[config.mk]
export PLATFORM = sky130hd
export DESIGN_NAME = sad_min_select_flat
export DESIGN_NICKNAME = d
export VERILOG_FILES = /design/src/rtl/sad_min_select_pkg.sv /design/src/rtl/sad_min_select_if.sv /design/src/rtl/sad_lane_min.sv /design/src/rtl/sad_min_select.sv /design/src/flat_wrapper.sv
export SDC_FILE = /design/constraint.sdc
export NUM_CORES = 1
export LEC_CHECK = 0
export ABC_AREA = 1
export BUFFER_PORTS_ARGS = -buffer_cell sky130_fd_sc_hd__buf_4
export CORE_MARGIN = 2
export CORE_UTILIZATION = 42
export CTS_CLUSTER_DIAMETER = 30
export CTS_CLUSTER_SIZE = 40
export DETAILED_ROUTE_END_ITERATION = 10
export GPL_TIMING_DRIVEN = 0
export PLACE_DENSITY = 0.69
export REMOVE_ABC_BUFFERS = 1
export SETUP_SLACK_MARGIN = 0.3
export SYNTH_ARGS = -nofsm -noshare
export SYNTH_HDL_FRONTEND = slang
export SYNTH_SLANG_ARGS = --single-unit
[constraint.sdc]
create_clock -name clk -period 2.2 [get_ports clk]
set_input_delay 0.22 -clock clk [delete_from_list [all_inputs] [get_ports clk]]
set_output_delay 0.22 -clock clk [all_outputs]
set_load 0.02 [all_outputs]
[src/rtl/sad_min_select_pkg.sv]
// Shared motion-estimation definitions: default widths, controller state
// encoding and the signed motion-vector type.
package me_defs;

    localparam int unsigned DEF_INPUT_PSAD_BITS_PER_PIXEL = 11;
    localparam int unsigned DEF_PIXELS_IN_BATCH           = 16;
    localparam int unsigned DEF_MV_BITS                   = 5;

    typedef enum logic [1:0] {
        IDLE  = 2'd0,
        ACCUM = 2'd1,
        FLUSH = 2'd2,
        DONE  = 2'd3
    } state_t;

    typedef logic signed [DEF_MV_BITS-1:0] mv_t;

    // Bits needed to index n items; never less than one so ports stay legal.
    function automatic int unsigned idx_bits(input int unsigned n);
        return (n > 1) ? $clog2(n) : 1;
    endfunction

endpackage

[src/rtl/sad_min_select_if.sv]
// Beat/result bundle between the AD chain, the ME controller and the
// minimum-SAD selector.
interface sad_min_select_if
    import me_defs::*;
#(
    parameter int unsigned PIXELS_IN_BATCH           = DEF_PIXELS_IN_BATCH,
    parameter int unsigned INPUT_PSAD_BITS_PER_PIXEL = DEF_INPUT_PSAD_BITS_PER_PIXEL,
    parameter int unsigned MV_BITS                   = DEF_MV_BITS
);

    logic                                                 start;
    logic [INPUT_PSAD_BITS_PER_PIXEL*PIXELS_IN_BATCH-1:0] psad_in;
    logic                                                 psad_valid;
    logic                                                 psad_ready;
    logic                                                 busy;
    logic                                                 done;
    logic [INPUT_PSAD_BITS_PER_PIXEL-1:0]                 best_sad;
    logic signed [MV_BITS-1:0]                            best_mv_x;
    logic signed [MV_BITS-1:0]                            best_mv_y;

    modport master (
        output start, psad_in, psad_valid,
        input  psad_ready, busy, done, best_sad, best_mv_x, best_mv_y
    );

    modport slave (
        input  start, psad_in, psad_valid,
        output psad_ready, busy, done, best_sad, best_mv_x, best_mv_y
    );

endinterface

[src/rtl/sad_lane_min.sv]
// Combinational min-reduction over a vector of per-lane SADs. Returns the
// minimum value and its lane; ties resolve to the lowest lane.
module sad_lane_min
    import me_defs::*;
#(
    parameter int unsigned LANES = DEF_PIXELS_IN_BATCH,
    parameter int unsigned W     = DEF_INPUT_PSAD_BITS_PER_PIXEL,
    localparam int unsigned IDX_W = idx_bits(LANES)
) (
    input  logic [LANES*W-1:0] sad_vec_i,
    output logic [W-1:0]       min_sad_o,
    output logic [IDX_W-1:0]   min_idx_o
);

    localparam int unsigned LEVELS = (LANES > 1) ? $clog2(LANES) : 0;
    localparam int unsigned SLOTS  = 1 << LEVELS;

    logic [W-1:0]     val [SLOTS];
    logic [IDX_W-1:0] idx [SLOTS];

    // Pairwise tree reduced in place; the right operand wins only on strict
    // less-than, so lower lanes (and real lanes over all-ones padding) win ties.
    always_comb begin
        for (int unsigned i = 0; i < SLOTS; i++) begin
            if (i < LANES) val[i] = sad_vec_i[i*W +: W];
            else           val[i] = '1;
            idx[i] = IDX_W'(i);
        end
        for (int unsigned lvl = 0; lvl < LEVELS; lvl++) begin
            for (int unsigned i = 0; i < (SLOTS >> (lvl + 1)); i++) begin
                if (val[2*i+1] < val[2*i]) begin
                    val[i] = val[2*i+1];
                    idx[i] = idx[2*i+1];
                end else begin
                    val[i] = val[2*i];
                    idx[i] = idx[2*i];
                end
            end
        end
        min_sad_o = val[0];
        min_idx_o = idx[0];
    end

endmodule

[src/rtl/sad_min_select.sv]
// Minimum-SAD selector at the tail of the AD chain: consumes raster-ordered
// beats of candidate SADs, keeps the running minimum and reports it as a
// signed motion vector with a one-cycle done pulse.
module sad_min_select
    import me_defs::*;
#(
    parameter int unsigned PIXELS_IN_BATCH           = DEF_PIXELS_IN_BATCH,
    parameter int unsigned INPUT_PSAD_BITS_PER_PIXEL = DEF_INPUT_PSAD_BITS_PER_PIXEL,
    parameter int unsigned SEARCH_W                  = 16,
    parameter int unsigned SEARCH_H                  = 16,
    parameter int unsigned MV_BITS                   = DEF_MV_BITS
) (
    input  logic             clk,
    input  logic             rst,
    sad_min_select_if.slave  bus
);

    localparam int unsigned W     = INPUT_PSAD_BITS_PER_PIXEL;
    localparam int unsigned COL_W = idx_bits(SEARCH_W);
    localparam int unsigned ROW_W = idx_bits(SEARCH_H);
    localparam int unsigned IDX_W = idx_bits(PIXELS_IN_BATCH);

    localparam logic [COL_W-1:0]   COL_LAST = COL_W'(SEARCH_W - PIXELS_IN_BATCH);
    localparam logic [COL_W-1:0]   COL_STEP = COL_W'(PIXELS_IN_BATCH);
    localparam logic [ROW_W-1:0]   ROW_LAST = ROW_W'(SEARCH_H - 1);
    localparam logic [MV_BITS-1:0] MV_X_OFF = MV_BITS'(SEARCH_W / 2);
    localparam logic [MV_BITS-1:0] MV_Y_OFF = MV_BITS'(SEARCH_H / 2);

    state_t                    state_q, state_d;
    logic [COL_W-1:0]          col_base_q, col_base_d;
    logic [ROW_W-1:0]          row_q, row_d;
    logic                      first_q, first_d;
    logic                      stage_valid_q, stage_valid_d;
    logic [W-1:0]              stage_sad_q, stage_sad_d;
    logic [COL_W-1:0]          stage_col_q, stage_col_d;
    logic [ROW_W-1:0]          stage_row_q, stage_row_d;
    logic [W-1:0]              best_sad_q, best_sad_d;
    logic signed [MV_BITS-1:0] best_mv_x_q, best_mv_x_d;
    logic signed [MV_BITS-1:0] best_mv_y_q, best_mv_y_d;

    logic [W-1:0]     lane_min;
    logic [IDX_W-1:0] lane_idx;
    logic             accept;
    logic             last_beat;
    logic             take_start;
    logic             merge_upd;

    sad_lane_min #(
        .LANES (PIXELS_IN_BATCH),
        .W     (W)
    ) u_lane_min (
        .sad_vec_i (bus.psad_in),
        .min_sad_o (lane_min),
        .min_idx_o (lane_idx)
    );

    assign accept     = (state_q == ACCUM) && bus.psad_valid;
    assign last_beat  = accept && (row_q == ROW_LAST) && (col_base_q == COL_LAST);
    assign take_start = (state_q == IDLE) && bus.start;
    assign merge_upd  = stage_valid_q && (first_q || (stage_sad_q < best_sad_q));

    assign bus.psad_ready = (state_q == ACCUM);
    assign bus.busy       = (state_q != IDLE);
    assign bus.done       = (state_q == DONE);
    assign bus.best_sad   = best_sad_q;
    assign bus.best_mv_x  = best_mv_x_q;
    assign bus.best_mv_y  = best_mv_y_q;

    // Search sequencing: wait for start, take beats, drain the stage, pulse done.
    always_comb begin
        state_d = state_q;
        case (state_q)
            IDLE:    if (bus.start) state_d = ACCUM;
            ACCUM:   if (last_beat) state_d = FLUSH;
            FLUSH:   state_d = DONE;
            DONE:    state_d = IDLE;
            default: state_d = IDLE;
        endcase
    end

    // Position counters, stage register and best-candidate merge.
    always_comb begin
        col_base_d    = col_base_q;
        row_d         = row_q;
        first_d       = first_q;
        stage_valid_d = accept;
        stage_sad_d   = stage_sad_q;
        stage_col_d   = stage_col_q;
        stage_row_d   = stage_row_q;
        best_sad_d    = best_sad_q;
        best_mv_x_d   = best_mv_x_q;
        best_mv_y_d   = best_mv_y_q;

        if (take_start) begin
            col_base_d = '0;
            row_d      = '0;
            first_d    = 1'b1;
        end

        if (accept) begin
            stage_sad_d = lane_min;
            stage_col_d = col_base_q + COL_W'(lane_idx);
            stage_row_d = row_q;
            if (col_base_q == COL_LAST) begin
                col_base_d = '0;
                row_d      = row_q + ROW_W'(1);
            end else begin
                col_base_d = col_base_q + COL_STEP;
            end
        end

        if (stage_valid_q) first_d = 1'b0;

        if (merge_upd) begin
            best_sad_d  = stage_sad_q;
            best_mv_x_d = MV_BITS'(stage_col_q) - MV_X_OFF;
            best_mv_y_d = MV_BITS'(stage_row_q) - MV_Y_OFF;
        end
    end

    // State register.
    always_ff @(posedge clk or posedge rst) begin
        if (rst) state_q <= IDLE;
        else     state_q <= state_d;
    end

    // Datapath registers.
    always_ff @(posedge clk or posedge rst) begin
        if (rst) begin
            col_base_q    <= '0;
            row_q         <= '0;
            first_q       <= 1'b0;
            stage_valid_q <= 1'b0;
            stage_sad_q   <= '0;
            stage_col_q   <= '0;
            stage_row_q   <= '0;
            best_sad_q    <= '1;
            best_mv_x_q   <= '0;
            best_mv_y_q   <= '0;
        end else begin
            col_base_q    <= col_base_d;
            row_q         <= row_d;
            first_q       <= first_d;
            stage_valid_q <= stage_valid_d;
            stage_sad_q   <= stage_sad_d;
            stage_col_q   <= stage_col_d;
            stage_row_q   <= stage_row_d;
            best_sad_q    <= best_sad_d;
            best_mv_x_q   <= best_mv_x_d;
            best_mv_y_q   <= best_mv_y_d;
        end
    end

endmodule

[src/flat_wrapper.sv]
// flat-port wrapper written by rule: the top's interface ports become plain ports
module sad_min_select_flat import me_defs::*;
#(
    parameter int unsigned PIXELS_IN_BATCH           = DEF_PIXELS_IN_BATCH,
    parameter int unsigned INPUT_PSAD_BITS_PER_PIXEL = DEF_INPUT_PSAD_BITS_PER_PIXEL,
    parameter int unsigned SEARCH_W                  = 16,
    parameter int unsigned SEARCH_H                  = 16,
    parameter int unsigned MV_BITS                   = DEF_MV_BITS
)
  (clk, rst, bus_start, bus_psad_in, bus_psad_valid, bus_psad_ready, bus_busy, bus_done, bus_best_sad, bus_best_mv_x, bus_best_mv_y);
  sad_min_select_if #(.PIXELS_IN_BATCH(PIXELS_IN_BATCH), .INPUT_PSAD_BITS_PER_PIXEL(INPUT_PSAD_BITS_PER_PIXEL), .MV_BITS(MV_BITS)) bus_i ();
  input  logic clk;
  input  logic rst;
  input wire logic [$bits(bus_i.start)-1:0] bus_start;
  input wire logic [$bits(bus_i.psad_in)-1:0] bus_psad_in;
  input wire logic [$bits(bus_i.psad_valid)-1:0] bus_psad_valid;
  output wire logic [$bits(bus_i.psad_ready)-1:0] bus_psad_ready;
  output wire logic [$bits(bus_i.busy)-1:0] bus_busy;
  output wire logic [$bits(bus_i.done)-1:0] bus_done;
  output wire logic [$bits(bus_i.best_sad)-1:0] bus_best_sad;
  output wire logic [$bits(bus_i.best_mv_x)-1:0] bus_best_mv_x;
  output wire logic [$bits(bus_i.best_mv_y)-1:0] bus_best_mv_y;
  assign bus_i.start = bus_start;
  assign bus_i.psad_in = bus_psad_in;
  assign bus_i.psad_valid = bus_psad_valid;
  assign bus_psad_ready = bus_i.psad_ready;
  assign bus_busy = bus_i.busy;
  assign bus_done = bus_i.done;
  assign bus_best_sad = bus_i.best_sad;
  assign bus_best_mv_x = bus_i.best_mv_x;
  assign bus_best_mv_y = bus_i.best_mv_y;
  sad_min_select #(.PIXELS_IN_BATCH(PIXELS_IN_BATCH), .INPUT_PSAD_BITS_PER_PIXEL(INPUT_PSAD_BITS_PER_PIXEL), .SEARCH_W(SEARCH_W), .SEARCH_H(SEARCH_H), .MV_BITS(MV_BITS)) u_core (.clk(clk), .rst(rst), .bus(bus_i));
endmodule
== Word level (Yosys, flattened, before mapping) ==
Index checks and enable logic that the tools add are counted.

* $add $sub $neg: 4
* Magnitude comparators: 16
* Eq/ne operators: 7
* Muxes and demuxes: 41
* Reduce and logical (&&, ||, !) cells: 13

{| class="wikitable"
|+ Operators with widths
! kind !! number
|-
| $lt 11x11->1 || 16
|-
| $mux 11 || 15
|-
| $mux 4 || 13
|-
| $mux 1 || 10
|-
| $sub 4x4->5 const B || 2
|-
| $pmux 2 s4 || 1
|-
| $reduce_bool 2->1 || 3
|-
| $logic_and 1x1->1 || 5
|-
| $add 4x1->4 const B || 1
|-
| $add 4x4->4 || 1
|-
| $eq 2x2->1 const B || 2
|-
| $eq 4x4->1 const B || 1
|-
| $logic_not 4->1 || 1
|-
| $mux 2 || 2
|-
| $ne 2x2->1 const B || 2
|-
| $reduce_and 2->1 || 2
|-
| $eq 2x1->1 const B || 1
|-
| $logic_not 2->1 || 1
|-
| $ne 2x1->1 const B || 1
|-
| $logic_or 1x1->1 || 1
|}

* Register bits: 52
* Input port bits: 180
* Logic and storage cells: 92

== Depth between registers and ports, before layout ==
* Depth in word-level cells: 9
* Gate-level depth with buffers: 49
* Gate-level depth less buffers: 44

== By module ==
A second synthesis with hierarchy kept.

* Cell total of the unflattened synthesis: 1325
* Area, all modules: 8270.4 µm²

{| class="wikitable"
|+ Modules (own cells, without submodules)
! module !! times used !! cells an instance !! area each (µm²) !! seq. area each (µm²)
|-
| sad_lane_min || 1 || 1064 || 5973.2 || 0.0
|-
| sad_min_select || 1 || 261 || 2297.2 || 1164.9
|}

== Worst setup path after synthesis ==
Ideal clock, no wire load.

* Path kind: input port to flip-flop
* Start point: input bus_psad_in[76]
* End point: register u_core.stage_sad_q[2]
* Arrival: 5.631 ns
* Setup slack: -3.548 ns
* Stages on the path: 39
* Buffers on the path: 5
* Path through: inv_1 ha_1 nand2_1 nor2_1 nand3_1 nand3_1 clkbuf_1 clkbuf_1 a21oi_1 ha_1 nand2_1 nor2_1 a211oi_1 o221a_2 nand2_2 inv_2 clkbuf_1 nand2_1 [3 not listed] inv_1 nand3_1 nor2_1 nand2_1 nor2_1 a21oi_2 nand2_4 buf_4 o21ai_0 ha_1 a21oi_1 nor2_1 a211oi_1 o221a_2 buf_2 nand3_1 nand3_2 nand2_1

* Word-level cells in the longest chain between the ends: 8

{| class="wikitable"
|+ Ends and longest elaborated chain
! element !! line !! text
|-
| start, declared || flat_wrapper.sv:15 || <nowiki>input wire logic [$bits(bus_i.psad_in)-1:0] bus_psad_in;</nowiki>
|-
| $lt 11x11->1 || sad_lane_min.sv:31 || <nowiki>if (val[2*i+1] < val[2*i]) begin</nowiki>
|-
| $mux 11 (*) || sad_lane_min.sv:31 ||
|-
| $lt 11x11->1 || sad_lane_min.sv:31 ||
|-
| $mux 11 (*) || sad_lane_min.sv:31 ||
|-
| $lt 11x11->1 || sad_lane_min.sv:31 ||
|-
| $mux 11 (*) || sad_lane_min.sv:31 ||
|-
| $lt 11x11->1 || sad_lane_min.sv:31 ||
|-
| $mux 11 (*) || sad_lane_min.sv:31 ||
|-
| end signal, assigned || sad_min_select.sv:145 || <nowiki>stage_sad_q <= stage_sad_d;</nowiki>
|-
| end, declared || sad_min_select.sv:34 || <nowiki>logic [W-1:0] stage_sad_q, stage_sad_d;</nowiki>
|}

Every way passes the cells marked *; elsewhere a longest branch is shown, timed or not.
A chain may end at the register's enable or synchronous reset.

== Final worst setup path ==
* Start point: input bus_psad_in[159]
* End point: register u_core.stage_col_q[0]

* Word-level cells in the longest chain between the ends: 9

{| class="wikitable"
|+ Ends and longest elaborated chain
! element !! line !! text
|-
| $lt 11x11->1 || sad_lane_min.sv:31 ||
|-
| $mux 11 || sad_lane_min.sv:31 ||
|-
| $lt 11x11->1 || sad_lane_min.sv:31 ||
|-
| $mux 11 || sad_lane_min.sv:31 ||
|-
| $lt 11x11->1 || sad_lane_min.sv:31 ||
|-
| $mux 11 || sad_lane_min.sv:31 ||
|-
| $lt 11x11->1 || sad_lane_min.sv:31 ||
|-
| $mux 4 (*) || sad_lane_min.sv:31 ||
|-
| $add 4x4->4 (*) || sad_min_select.sv:102 || <nowiki>stage_col_d = col_base_q + COL_W'(lane_idx);</nowiki>
|-
| end signal, assigned || sad_min_select.sv:146 || <nowiki>stage_col_q <= stage_col_d;</nowiki>
|-
| end, declared || sad_min_select.sv:35 || <nowiki>logic [COL_W-1:0] stage_col_q, stage_col_d;</nowiki>
|}

Marked as above.

==> results.md <==
| Stage | Item | Value |
|---|---|---|
| cells and area | P&R area growth vs syn | 56.2% |
| cells and area | Post-route cell area | 12500 um2 |
| global route | Met3 Use GR | 1.85% |
| sta | Final number of hold-violating endpoints | 0 |
| critical path | Class of the most critical setup path | in2reg |
| clock network | Clock-pin slew of the registers on the worst-case setup and hold paths | 60 ps |
| die | Die span in y | 142 um |
| critical path | Startpoint types | input pin |
| status | Violations in the final reports | setup timing |
| power and ir drop | Leakage power | 0.00652 uW |
| route | Total via count in the routed design | 9385 |
| critical path | R2R Path End | u_core.bus.best_mv_y[2] |
| power and ir drop | Total power per unit cell area | 1070 nW/um2 |
| cells and area | Number of non-filler instances in the completed layout | 1782 |
| global route | Maximum number of pins on one net before global-route repair | 37 |
| sta | Final worst-path cycle share | 254% |
| cells and area | Proportion of layout cells with a drive suffix above 1 | 42.4% |
| die | Die Wd | 142 um |
| synth | Register bit count reported by yosys | 46 |
| synth | Commonest register cell after synthesis | dfrtp_1 |
| global route | All-layer global routing usage | 22.5% |
| status | Status | complete, but fails checks |
| synth | Number of instances in the synthesized netlist | 1259 |
| synth | Number of synthesis warnings | 0 |
| synth | Netlist Area Pre-Place | 8010 um2 |
| critical path | Data arrival, critical path | 5760 ps |
| critical path | Crit Reg-Reg Startpoint | u_core.bus.best_sad[1] |
| power and ir drop | Worst-case vdd ir drop | 0.000852 V |
| sta | Final setup violation count | 15 |
| die | Die area | 20200 um2 |
| critical path | Highest fanout seen on the critical path | 8 |
| synth | Cell type with the largest total area after synthesis | ha_1 |
| global route | Met1 layer usage reported by global route | 30.3% |
| clock network | CTS tree | done |
| critical path | Worst r2r path cells | 10 |
| hold path | Min-Delay Startpoint | bus_start |
| synth | Top-area cell type share of the netlist area | 25.3% |
| global route | Fraction of met2 tracks used by global routing | 39.6% |
| job | Count of max-cap constraint violations | 0 |
| sta | Final min period | 5580 ps |
| synth | Number of synthesized flops with an enable pin | 0 |
| synth | Share of flip-flops with an asynchronous set or reset after synthesis | 100% |
| clock network | Buffer cell driving the clock tree root | clkbuf_16 |
| placement | Number of port buffers | 203 |
| global route | Number of antenna violations at the first check in global routing | 0 |
| route | Routed Antenna Nets | 0 |
| route | Total detailed-routing wirelength | 27200 um |
| die | Initial Util | 42.8% |
| clock network | Num CTS Buffers | 5 |
| route | Via count normalized by instance count | 5.27 |
| clock network | Maximum buffer depth of the clock tree | 2 |
| placement | Post-placement cell count | 1659 |
| placement | Total cell area at the placement stage | 9660 um2 |
| sta | Unrepaired setup endpoints after global routing | true |
| route | Post-detailed-route wirelength per cell | 15.2 um |
| cells and area | Layout Nets | 1889 |
| cells and area | Diode insertion count for antenna repair | 0 |
| synth | Seq/Total Area, Yosys | 14.5% |
| hold path | Worst Hold Class | in2reg |
| sta | Fin. max-slew vios | 0 |
| critical path | Required @ worst endpoint | 2380 ps |
| clock network | # H-tree levels | 2 |
| power and ir drop | Tot Pwr | 13400 uW |
| hold path | Endpoint of the worst hold path | u_core.state_q[0] |
| critical path | Setup crit end kind | flip-flop |
| synth | Avg Cell Area, Syn | 6.36 um2 |
| placement | Final weighted congestion in routability-driven placement | 0.851 |
| global route | Wire length of the first global-routing pass | 38300 um |
| die | Area of the core region | 18700 um2 |
| route | Iteration-0 DRC Markers | 442 |
| die | Number of ports placed on the die boundary | 204 |
| route | Detailed-route DRC error count | 0 |
| critical path | Crit path largest cell delay | 340 ps |
| critical path | Crit path max-delay cell type | o221a_4 |
| sta | Worst slew slack as a fraction of its limit | 51.1% |
| sta | Actual transition at the worst max-transition pin | 733 ps |
| global route | Number of global-route vias before repair | 8468 |
| sta | Setup TNS Final | -50430 ps |
| synth | Most repeated cell in the gate-level netlist after synthesis | nand2_1 |
| placement | Detailed Place HPWL | 17400 um |
| sta | Hold slack final | 301 ps |
| cells and area | Fill cells | 1532 |
| clock network | Clock latency on the worst-skew pair | 280 ps |
| route | Detailed-routing iteration count for the pre-antenna-repair pass | 5 |
| sta | Clock Skews | 4.26 ps |
| hold path | Cell depth of the worst min-delay path | 3 |
| sta | Max Clock Freq | 179 MHz |
| global route | Peak-usage layer in the global routing report | met2 |
| synth | Post-synth top cells | nand2_1 (353), inv_1 (188), ha_1 (162), o21ai_0 (136), a21oi_1 (90) |
| die | Core Rows | 50 |
| sta | Setup slack of the critical path after layout | -3380 ps |
| synth | Largest cells by area after synthesis | ha_1 (25%), nand2_1 (17%), dfrtp_1 (11%), inv_1 (8.8%), o21ai_0 (8.5%) |
| synth | Count of unique library cells instantiated by Yosys | 41 |
| global route | Remaining global-route overflow | 0 |
| critical path | Setup slack of the worst register-to-register path | 70 ps |
| clock network | Clock Sink Count | 46 |
-- where the power goes --
group,internal (uW),switching [uW]
Combinational,4790,6130
Sequential,1330,432
Clock,450,296
Total,6560,6860
-- metrics by stage --
stage	utilization [%]	worst slack, ps
2_1_floorplan	-	-3390
3_3_place_gp	51.5	-4700
3_5_place_dp	51.7	-4780
4_1_cts	58.5	-3030
5_1_grt	66.9	-3560
6_report	66.9	-3380
-- sequential cells by signal, summed over array words and instances, names as in the netlist --
name,cells
u_core.bus.best_mv_y,4
u_core.stage_valid_q,1
u_core.bus.best_mv_x,4
u_core.stage_col_q,4
u_core.stage_row_q,4
u_core.row_q,4
u_core.bus.best_sad,11
u_core.stage_sad_q,11
u_core.first_q,1
u_core.state_q,2
-- routing by layer --
layer,share of wire [%],routed length (um),vias to the layer above
met5,0,0,-
met3,4.2,1150,57
met2,50,13600,272
met4,2.7,729,0
li1,-,-,4782
met1,43,11700,4274
-- layout make-up --
| type | count | area, um2 | area share, % |
|---|---|---|---|
| Clock buffer | 7 | 143 | 1.14 |
| Clock inverter | 1 | 5.00 | 0.0400 |
| Inverter | 194 | 773 | 6.18 |
| Multi-Input combinational cell | 1003 | 7750 | 62.0 |
| Sequential cell | 46 | 1160 | 9.31 |
| Tap cell | 234 | 293 | 2.34 |
| Timing Repair Buffer | 289 | 2320 | 18.6 |
| Timing Repair inverter | 8 | 60.1 | 0.480 |
-- repair_timing --
item | 4_1_cts | 5_1_grt
setup buffers | 36 | 47
hold buffers | 1 | 0
gates resized for setup | 210 | 274
setup endpoints to repair | 41 | 36
gates cloned | 22 | 9
endpoints found under the hold margin | 10 | 0
pin swaps | 45 | 103
-- cells in the final DEF (no fill, tap or decap), types with 24 or more instances in the layout --
cell / count
buf_4: 264
inv_1: 159
nand4_1: 24
o21ai_0: 32
dfrtp_1: 35
ha_4: 34
o21ai_1: 55
nand2_1: 299
nand2_2: 57
a21oi_2: 30
ha_1: 127
nand3_1: 42
a21oi_1: 58
nor2_1: 34
o21ai_2: 50
-- critical path: cells and delay by family --
kind                     cells  cell delay, ps
AO/OA/AOI/OAI                8            1710
buffers and inverters       10            1270
AND/OR/NAND/NOR             15            1460
adder cells (fa/ha/maj)      4            1090
-- cell families after synthesis --
| group | after synthesis | synth area share, % |
|---|---|---|
| and+or+nand+nor | 546 | 30.0 |
| AOI/OAI and AO/OA | 265 | 17.7 |
| muxes | 7 | 0.952 |
| adders and majority gates | 162 | 25.3 |
| DFF | 46 | 14.5 |
| xor gates and xnor gates | 1 | 0.109 |
| buffers and inverters | 232 | 11.4 |
-- worst max path at each step --
stage | cells after the start | endpoint | slack (ps) | startpoint
final | 37 | u_core.stage_col_q[0] | -3380 | bus_psad_in[159]
after detailed placement | 35 | u_core.stage_sad_q[8] | -4780 | bus_psad_in[68]
after global routing | 39 | u_core.stage_col_q[0] | -3560 | bus_psad_in[159]
after floorplan | 34 | u_core.stage_col_q[2] | -3390 | bus_psad_in[142]
after global placement | 35 | u_core.stage_sad_q[8] | -4700 | bus_psad_in[68]
after CTS | 32 | u_core.stage_col_q[1] | -3030 | bus_psad_in[74]
Power figures use the tool's default switching activity.
